$ cat src/rtl/arm_pkg.sv
// Shared definitions for the byte-wide data-memory master.
// State encoding and word geometry.
package arm_pkg;

    localparam int BYTES_PER_WORD = 4;

    typedef enum logic [2:0] {
        IDLE,
        WR,
        RD,
        RD_LAST,
        DONE
    } mem_state_t;

endpackage

$ cat src/rtl/mem_byte_master.sv
// Byte-serial initiator for 32-bit loads/stores against a byte memory.
// Holds the pipeline via freeze while four byte beats are in flight.
module mem_byte_master
    import arm_pkg::*;
#(
    parameter int BIT_NUMBER = 8,
    parameter int ADDR_W     = 32
) (
    input  logic                                 clk,
    input  logic                                 rst,
    input  logic                                 mem_r_en,
    input  logic                                 mem_w_en,
    input  logic [ADDR_W-1:0]                    addr,
    input  logic [BYTES_PER_WORD*BIT_NUMBER-1:0] wdata,
    output logic [BYTES_PER_WORD*BIT_NUMBER-1:0] rdata,
    output logic                                 ready,
    output logic                                 freeze,
    output logic [ADDR_W-1:0]                    m_addr,
    output logic [BIT_NUMBER-1:0]                m_wdata,
    output logic                                 m_we,
    output logic                                 m_re,
    input  logic [BIT_NUMBER-1:0]                m_rdata
);

    localparam int WORD_W = BYTES_PER_WORD * BIT_NUMBER;
    localparam int BUF_W  = (BYTES_PER_WORD - 1) * BIT_NUMBER;

    mem_state_t        state_q, state_d;
    logic [1:0]        cnt_q, cnt_d;
    logic [ADDR_W-1:0] addr_q, addr_d;
    logic [WORD_W-1:0] wdata_q, wdata_d;
    logic [BUF_W-1:0]  rbuf_q, rbuf_d;
    logic [WORD_W-1:0] rdata_q, rdata_d;
    logic [1:0]        prev_lane;

    always_ff @(posedge clk) begin
        if (rst) begin
            state_q <= IDLE;
            cnt_q   <= '0;
            addr_q  <= '0;
            wdata_q <= '0;
            rbuf_q  <= '0;
            rdata_q <= '0;
        end else begin
            state_q <= state_d;
            cnt_q   <= cnt_d;
            addr_q  <= addr_d;
            wdata_q <= wdata_d;
            rbuf_q  <= rbuf_d;
            rdata_q <= rdata_d;
        end
    end

    // read data arrives one cycle behind its strobe
    assign prev_lane = cnt_q - 2'd1;

    always_comb begin
        state_d = state_q;
        cnt_d   = cnt_q;
        addr_d  = addr_q;
        wdata_d = wdata_q;
        rbuf_d  = rbuf_q;
        rdata_d = rdata_q;
        ready   = 1'b0;
        m_we    = 1'b0;
        m_re    = 1'b0;
        m_addr  = '0;
        m_wdata = '0;
        unique case (state_q)
            IDLE: begin
                ready = ~(mem_r_en | mem_w_en);
                if (mem_r_en | mem_w_en) begin
                    addr_d  = addr;
                    wdata_d = wdata;
                    cnt_d   = '0;
                    state_d = mem_w_en ? WR : RD;
                end
            end
            WR: begin
                m_we    = 1'b1;
                m_addr  = addr_q + ADDR_W'(cnt_q);
                m_wdata = wdata_q[cnt_q*BIT_NUMBER +: BIT_NUMBER];
                cnt_d   = cnt_q + 2'd1;
                if (cnt_q == 2'd3) state_d = DONE;
            end
            RD: begin
                m_re   = 1'b1;
                m_addr = addr_q + ADDR_W'(cnt_q);
                if (cnt_q != 2'd0)
                    rbuf_d[prev_lane*BIT_NUMBER +: BIT_NUMBER] = m_rdata;
                cnt_d = cnt_q + 2'd1;
                if (cnt_q == 2'd3) state_d = RD_LAST;
            end
            RD_LAST: begin
                rdata_d = {m_rdata, rbuf_q};
                state_d = DONE;
            end
            DONE: begin
                ready   = 1'b1;
                state_d = IDLE;
            end
            default: state_d = IDLE;
        endcase
    end

    assign rdata  = rdata_q;
    assign freeze = ~ready;

endmodule

$ cat config.mk
export PLATFORM = sky130hd
export DESIGN_NAME = mem_byte_master
export DESIGN_NICKNAME = d
export VERILOG_FILES = /design/src/rtl/arm_pkg.sv /design/src/rtl/mem_byte_master.sv
export SDC_FILE = /design/constraint.sdc
export NUM_CORES = 1
export LEC_CHECK = 0
export CORE_MARGIN = 1.5
export CORE_UTILIZATION = 44
export DETAILED_ROUTE_END_ITERATION = 8
export GPL_ROUTABILITY_DRIVEN = 1
export HOLD_SLACK_MARGIN = 0.05
export PLACE_DENSITY = 0.77
export SETUP_SLACK_MARGIN = 0.02
export SYNTH_ARGS = -nofsm -noshare
export SYNTH_HDL_FRONTEND = slang
export SYNTH_SLANG_ARGS = --single-unit
$ cat constraint.sdc
create_clock -name clk -period 2.4 [get_ports clk]
set_input_delay 0.48 -clock clk [delete_from_list [all_inputs] [get_ports clk]]
set_output_delay 0.48 -clock clk [all_outputs]
set_load 0.01 [all_outputs]
## After elaboration in Yosys (flattened, before gate mapping)

Cells that the tools add are included.

| word-level totals | value |
|---|---|
| ROM bits | 0 |
| flip-flop bits (word level) | 125 |
| latch bits | 0 |
| RAM bits | 0 |
| logic and storage cells | 45 |
| input bits | 76 |
| memories | 0 |

| cells by class | value |
|---|---|
| muxes and demuxes | 13 |
| add/sub/neg operators | 4 |
| shift-type cells | 3 |
| div/mod/pow operators | 0 |
| bitwise logic cells | 3 |
| reductions and logical operators | 8 |
| equal/unequal tests | 8 |
| multipliers | 0 |
| order comparisons | 0 |

Operators with widths:

| operator | number |
|---|---|
| $neg A5 Y34 | 1 |
| $shift A8 B34 Y24 const A | 1 |
| $shiftx A8 B34 Y24 | 1 |
| $add A32 B2 Y32 | 1 |
| $mux W32 | 1 |
| $shiftx A32 B6 Y8 | 1 |
| $bwmux W24 | 1 |
| $pmux W3 S4 | 1 |
| $mux W3 | 3 |
| $mux W8 | 1 |
| $eq A3 B2 Y1 const B | 2 |
| $ne A2 B2 Y1 const B | 3 |
| $reduce_and A2 Y1 | 3 |
| $mux W2 | 2 |
| $pmux W2 S2 | 1 |
| $reduce_bool A2 Y1 | 2 |
| $eq A3 B1 Y1 const B | 1 |
| $eq A3 B3 Y1 const B | 1 |
| $logic_not A3 Y1 | 1 |
| $reduce_and A3 Y1 | 1 |
| $add A2 B1 Y2 const B | 1 |
| $eq A2 B2 Y1 const B | 1 |
| $mux W1 | 2 |
| $not A1 Y1 | 2 |
| 4 further kinds | 4 |

## Longest topological paths before layout

| depth | value |
|---|---|
| depth in word-level cells | 4 |
| gate-level depth with buffers | 8 |
| depth with buffers taken out | 6 |

## Worst setup path after synthesis

No wires, ideal clock.

| timing path | value |
|---|---|
| path kind | register to output |
| start | reg cnt_q[0] |
| end | out m_addr[30] |
| arrival time | 2223 ps |
| buffers on the path | 2 |
| data required time | 1920 ps |
| stages on the path, launching flop included | 9 |
| path slack | -303 ps |
| cell sequence | dfxtp_1 -> ha_1 -> fa_1 -> and4_1 -> buf_2 -> nand3_1 -> clkbuf_1 -> or4_1 -> a21oi_1 |

| between the ends | value |
|---|---|
| word-level cells in the longest chain between the ends | 2 |

RTL lines:

| item | RTL line | RTL |
|---|---|---|
| start, declared | mem_byte_master.sv:29 | `logic [1:0] cnt_q, cnt_d;` |
| start signal, assigned | mem_byte_master.sv:46 | `cnt_q <= cnt_d;` |
| $add A32 B2 Y32 | mem_byte_master.sv:81, mem_byte_master.sv:88 |  |
| $mux W32 | - |  |
| end, declared | mem_byte_master.sv:18 | `output logic [ADDR_W-1:0] m_addr,` |

Every way passes these cells.

## Final worst setup path

| timing path | value |
|---|---|
| start | reg cnt_q[1] |
| end | out m_addr[29] |

Same word-level chain as after synthesis.

==> results.json <==
{
  "slew_headroom": 0.716,
  "fill_cells": 995,
  "worstPathRequired_ps": 1920,
  "hold_path.class": "flip-flop to flip-flop",
  "h-tree-depth": 4,
  "synth_top_flop_cell": "dfxtp_1",
  "holdPathStages": 2,
  "whs_ps": 450,
  "synth_area_leaders": "dfxtp_1 44%, nand2_1 15%, a21oi_1 12%",
  "firstDrtPassIters": 7,
  "skew_ps": 7.09,
  "crit_chain": "ha_4 -> a21oi_2 -> or4b_4 -> buf_6 -> or4b_4 -> a21oi_2 -> buf_2",
  "rsz0062_at_grt": "true",
  "gp_congestion": 0.917,
  "crit_family": "simple AND/OR/NAND/NOR gates",
  "port_buffers": 151,
  "drive_gt1_frac": 0.243,
  "power.total_mw": 5.86,
  "grt_use_total": 0.253,
  "die_h_um": 116,
  "std_cell_rows": 41,
  "syn_nets": 821,
  "gr-total-overflow": 0,
  "critPathLaunchType": "flip-flop",
  "cts.clk_slew.worst_paths_ps": 60,
  "core_area_sq_mm": 0.0126,
  "hold_violations": 0,
  "synth_edf_count": 0,
  "synthToLayoutAreaGrowth_pct": 55.7,
  "drtAntennaViolNets": 0,
  "timing.final.crit_period_ps": 3050,
  "irDropWorstVdd_mv": 0.495,
  "synthArstFlopShare": 0,
  "postCtsHoldBufs": 0,
  "crit_path_max_fanout": 6,
  "cts_max_path_buffers": 2,
  "violations": "setup timing",
  "cts_tree": "yes",
  "seqCellArea_sq_mm": 0.00251,
  "ys_seq_area_frac": 0.443,
  "yosysTopAreaCell": "dfxtp_1",
  "routedWlPerCell_um": 14.9,
  "end_kind": "output port",
  "period_share": 1.27,
  "crit_buf_inv": 2,
  "drt_wl_total_um": 16800,
  "yosysTopAreaCellShare": 0.443,
  "synthCells": 736,
  "fin_nets": 1027,
  "drt_iter0_markers": 466,
  "setup_viol": 24,
  "cts.sinks": 125,
  "dieWidth_um": 116,
  "finalInstanceArea_sq_mm": 0.00879,
  "fmax_mhz": 328,
  "r2r_setup_slack_ps": 260,
  "dp.final_hpwl_um": 10900,
  "final_cell_mix": "231 x nand2_1, 127 x a21oi_1, 119 x dfxtp_1, 108 x clkdlybuf4s50_1, 73 x buf_4",
  "status": "finished, violations left",
  "worstSetupPathType": "flip-flop to output port",
  "ys_warn_count": 0,
  "cts_made_buffers": 17,
  "syn_area_sq_mm": 0.00564,
  "viasPerCell": 5.24,
  "drv_slew": 0,
  "path_depth": 7,
  "clk_latency_ps": 420,
  "grt_max_degree": 54,
  "antenna_found_initial": 0,
  "worst-r2r-cell-count": 10,
  "diodes": 0,
  "syn_avg_cell_area_sq_um": 7.67,
  "grt_pass1_vias": 5581,
  "synth.distinct_cells": 39,
  "drv_cap": 0,
  "grt_pass1_wl_um": 26800,
  "ios": 152,
  "multiInputGateArea_sq_mm": 0.00323,
  "tightest_slew_ps": 425,
  "cp.arrival_ps": 2570,
  "die_area_sq_mm": 0.0135,
  "p_per_area_mw_per_mm2": 666,
  "drc": 0,
  "cp_slowest_cell": "or4b_4",
  "layout_commonest_cell": "nand2_1",
  "max_stage_delay_ps": 550,
  "cts-root-buf": "clkbuf_16",
  "dpl_cell_area_sq_mm": 0.00789,
  "dr_total_vias": 5902,
  "setup_slack_ps": -650,
  "start_util": 0.449,
  "cellLeakagePower_nw": 3.32,
  "fin_util": 0.699,
  "ys_ff_latch": 125
}
## timing repair
action / CTS / global route
setup endpoints to repair: 43 / 36
gates cloned: 2 / 0
setup buffers: 9 / 3
pin swaps: 24 / 2
resized for setup: 205 / 16
hold endpoints to repair: 0 / 0
## worst reg2reg max path: cells and delay by family, from the launching register on
family | cells | cell delay, ps
compound gates | 1 | 170
flops | 1 | 360
buf+inv | 5 | 650
fa+ha+maj | 1 | 180
simple gates | 3 | 690
## synth_stat cells (all sizes together) (4+ instances only)
library cell / instances
nand2: 233
a21oi: 140
dfxtp: 125
clkbuf: 48
nand3: 36
nor2: 13
o31ai: 11
or4: 11
inv: 10
nor2b: 9
and2: 8
ha: 8
mux4: 8
nand4: 8
buf: 7
and4: 6
nor3: 5
xnor2: 5
xor2: 5
and3: 4
mux2i: 4
nand2b: 4
nor4: 4
o21ai: 4
## area by class of cell
type	instances	area share
inverter	10	0.00427
tap	172	0.0245
sequential	125	0.286
multi-input combinational	547	0.367
timing repair buffer	241	0.246
clock buffer	21	0.0547
clock inverter	11	0.0175
## metrics by stage
stage | setup slack (ps) | std cells | setup TNS (ps)
3_5_place_dp | -588 | 1081 | -10180
6_report | -650 | 1127 | -10720
5_1_grt | -691 | 1127 | -12510
3_3_place_gp | -569 | 1081 | -9300
4_1_cts | -637 | 1124 | -10590
2_1_floorplan | -75.5 | 736 | -1530
## where the power goes
group | leakage [nW] | switching, mW | internal, mW
clock | 0.303 | 0.940 | 1.75
sequential | 1.02 | 0.0607 | 2.18
combinational | 2.00 | 0.479 | 0.445
total | 3.32 | 1.48 | 4.38
## logic make-up after synthesis
| family | count (synthesis) | synth area share |
|---|---|---|
| adder cells (fa/ha/maj) | 9 | 0.0213 |
| buffers and inverters | 65 | 0.0439 |
| flip-flops | 125 | 0.443 |
| AND/OR/NAND/NOR | 354 | 0.285 |
| multiplexers | 12 | 0.0390 |
| AO/OA/AOI/OAI | 161 | 0.152 |
| XOR/XNOR | 10 | 0.0155 |
## sequential cells by signal, indices dropped and copies added, names as in the netlist
name / flops
addr_q: 32
wdata_q: 32
rdata: 32
rbuf_q: 24
state_q: 3
cnt_q: 2
## metal layers
metal  GRT usage  share of wire  up-vias
li1            -              -     2919
met4       0.105          0.024        0
met1       0.319           0.43     2757
met2       0.418           0.49      195
met5           0              0        -
met3      0.0602          0.057       31
## worst paths after layout
path	from	end
worst max-delay path	cnt_q[1]	m_addr[29]
worst min-delay path	rbuf_q[19]	rbuf_q[19]
worst max register to register	cnt_q[1]	rbuf_q[1]
worst min register to register	rbuf_q[19]	rbuf_q[19]
Power figures use the tool's default switching activity.
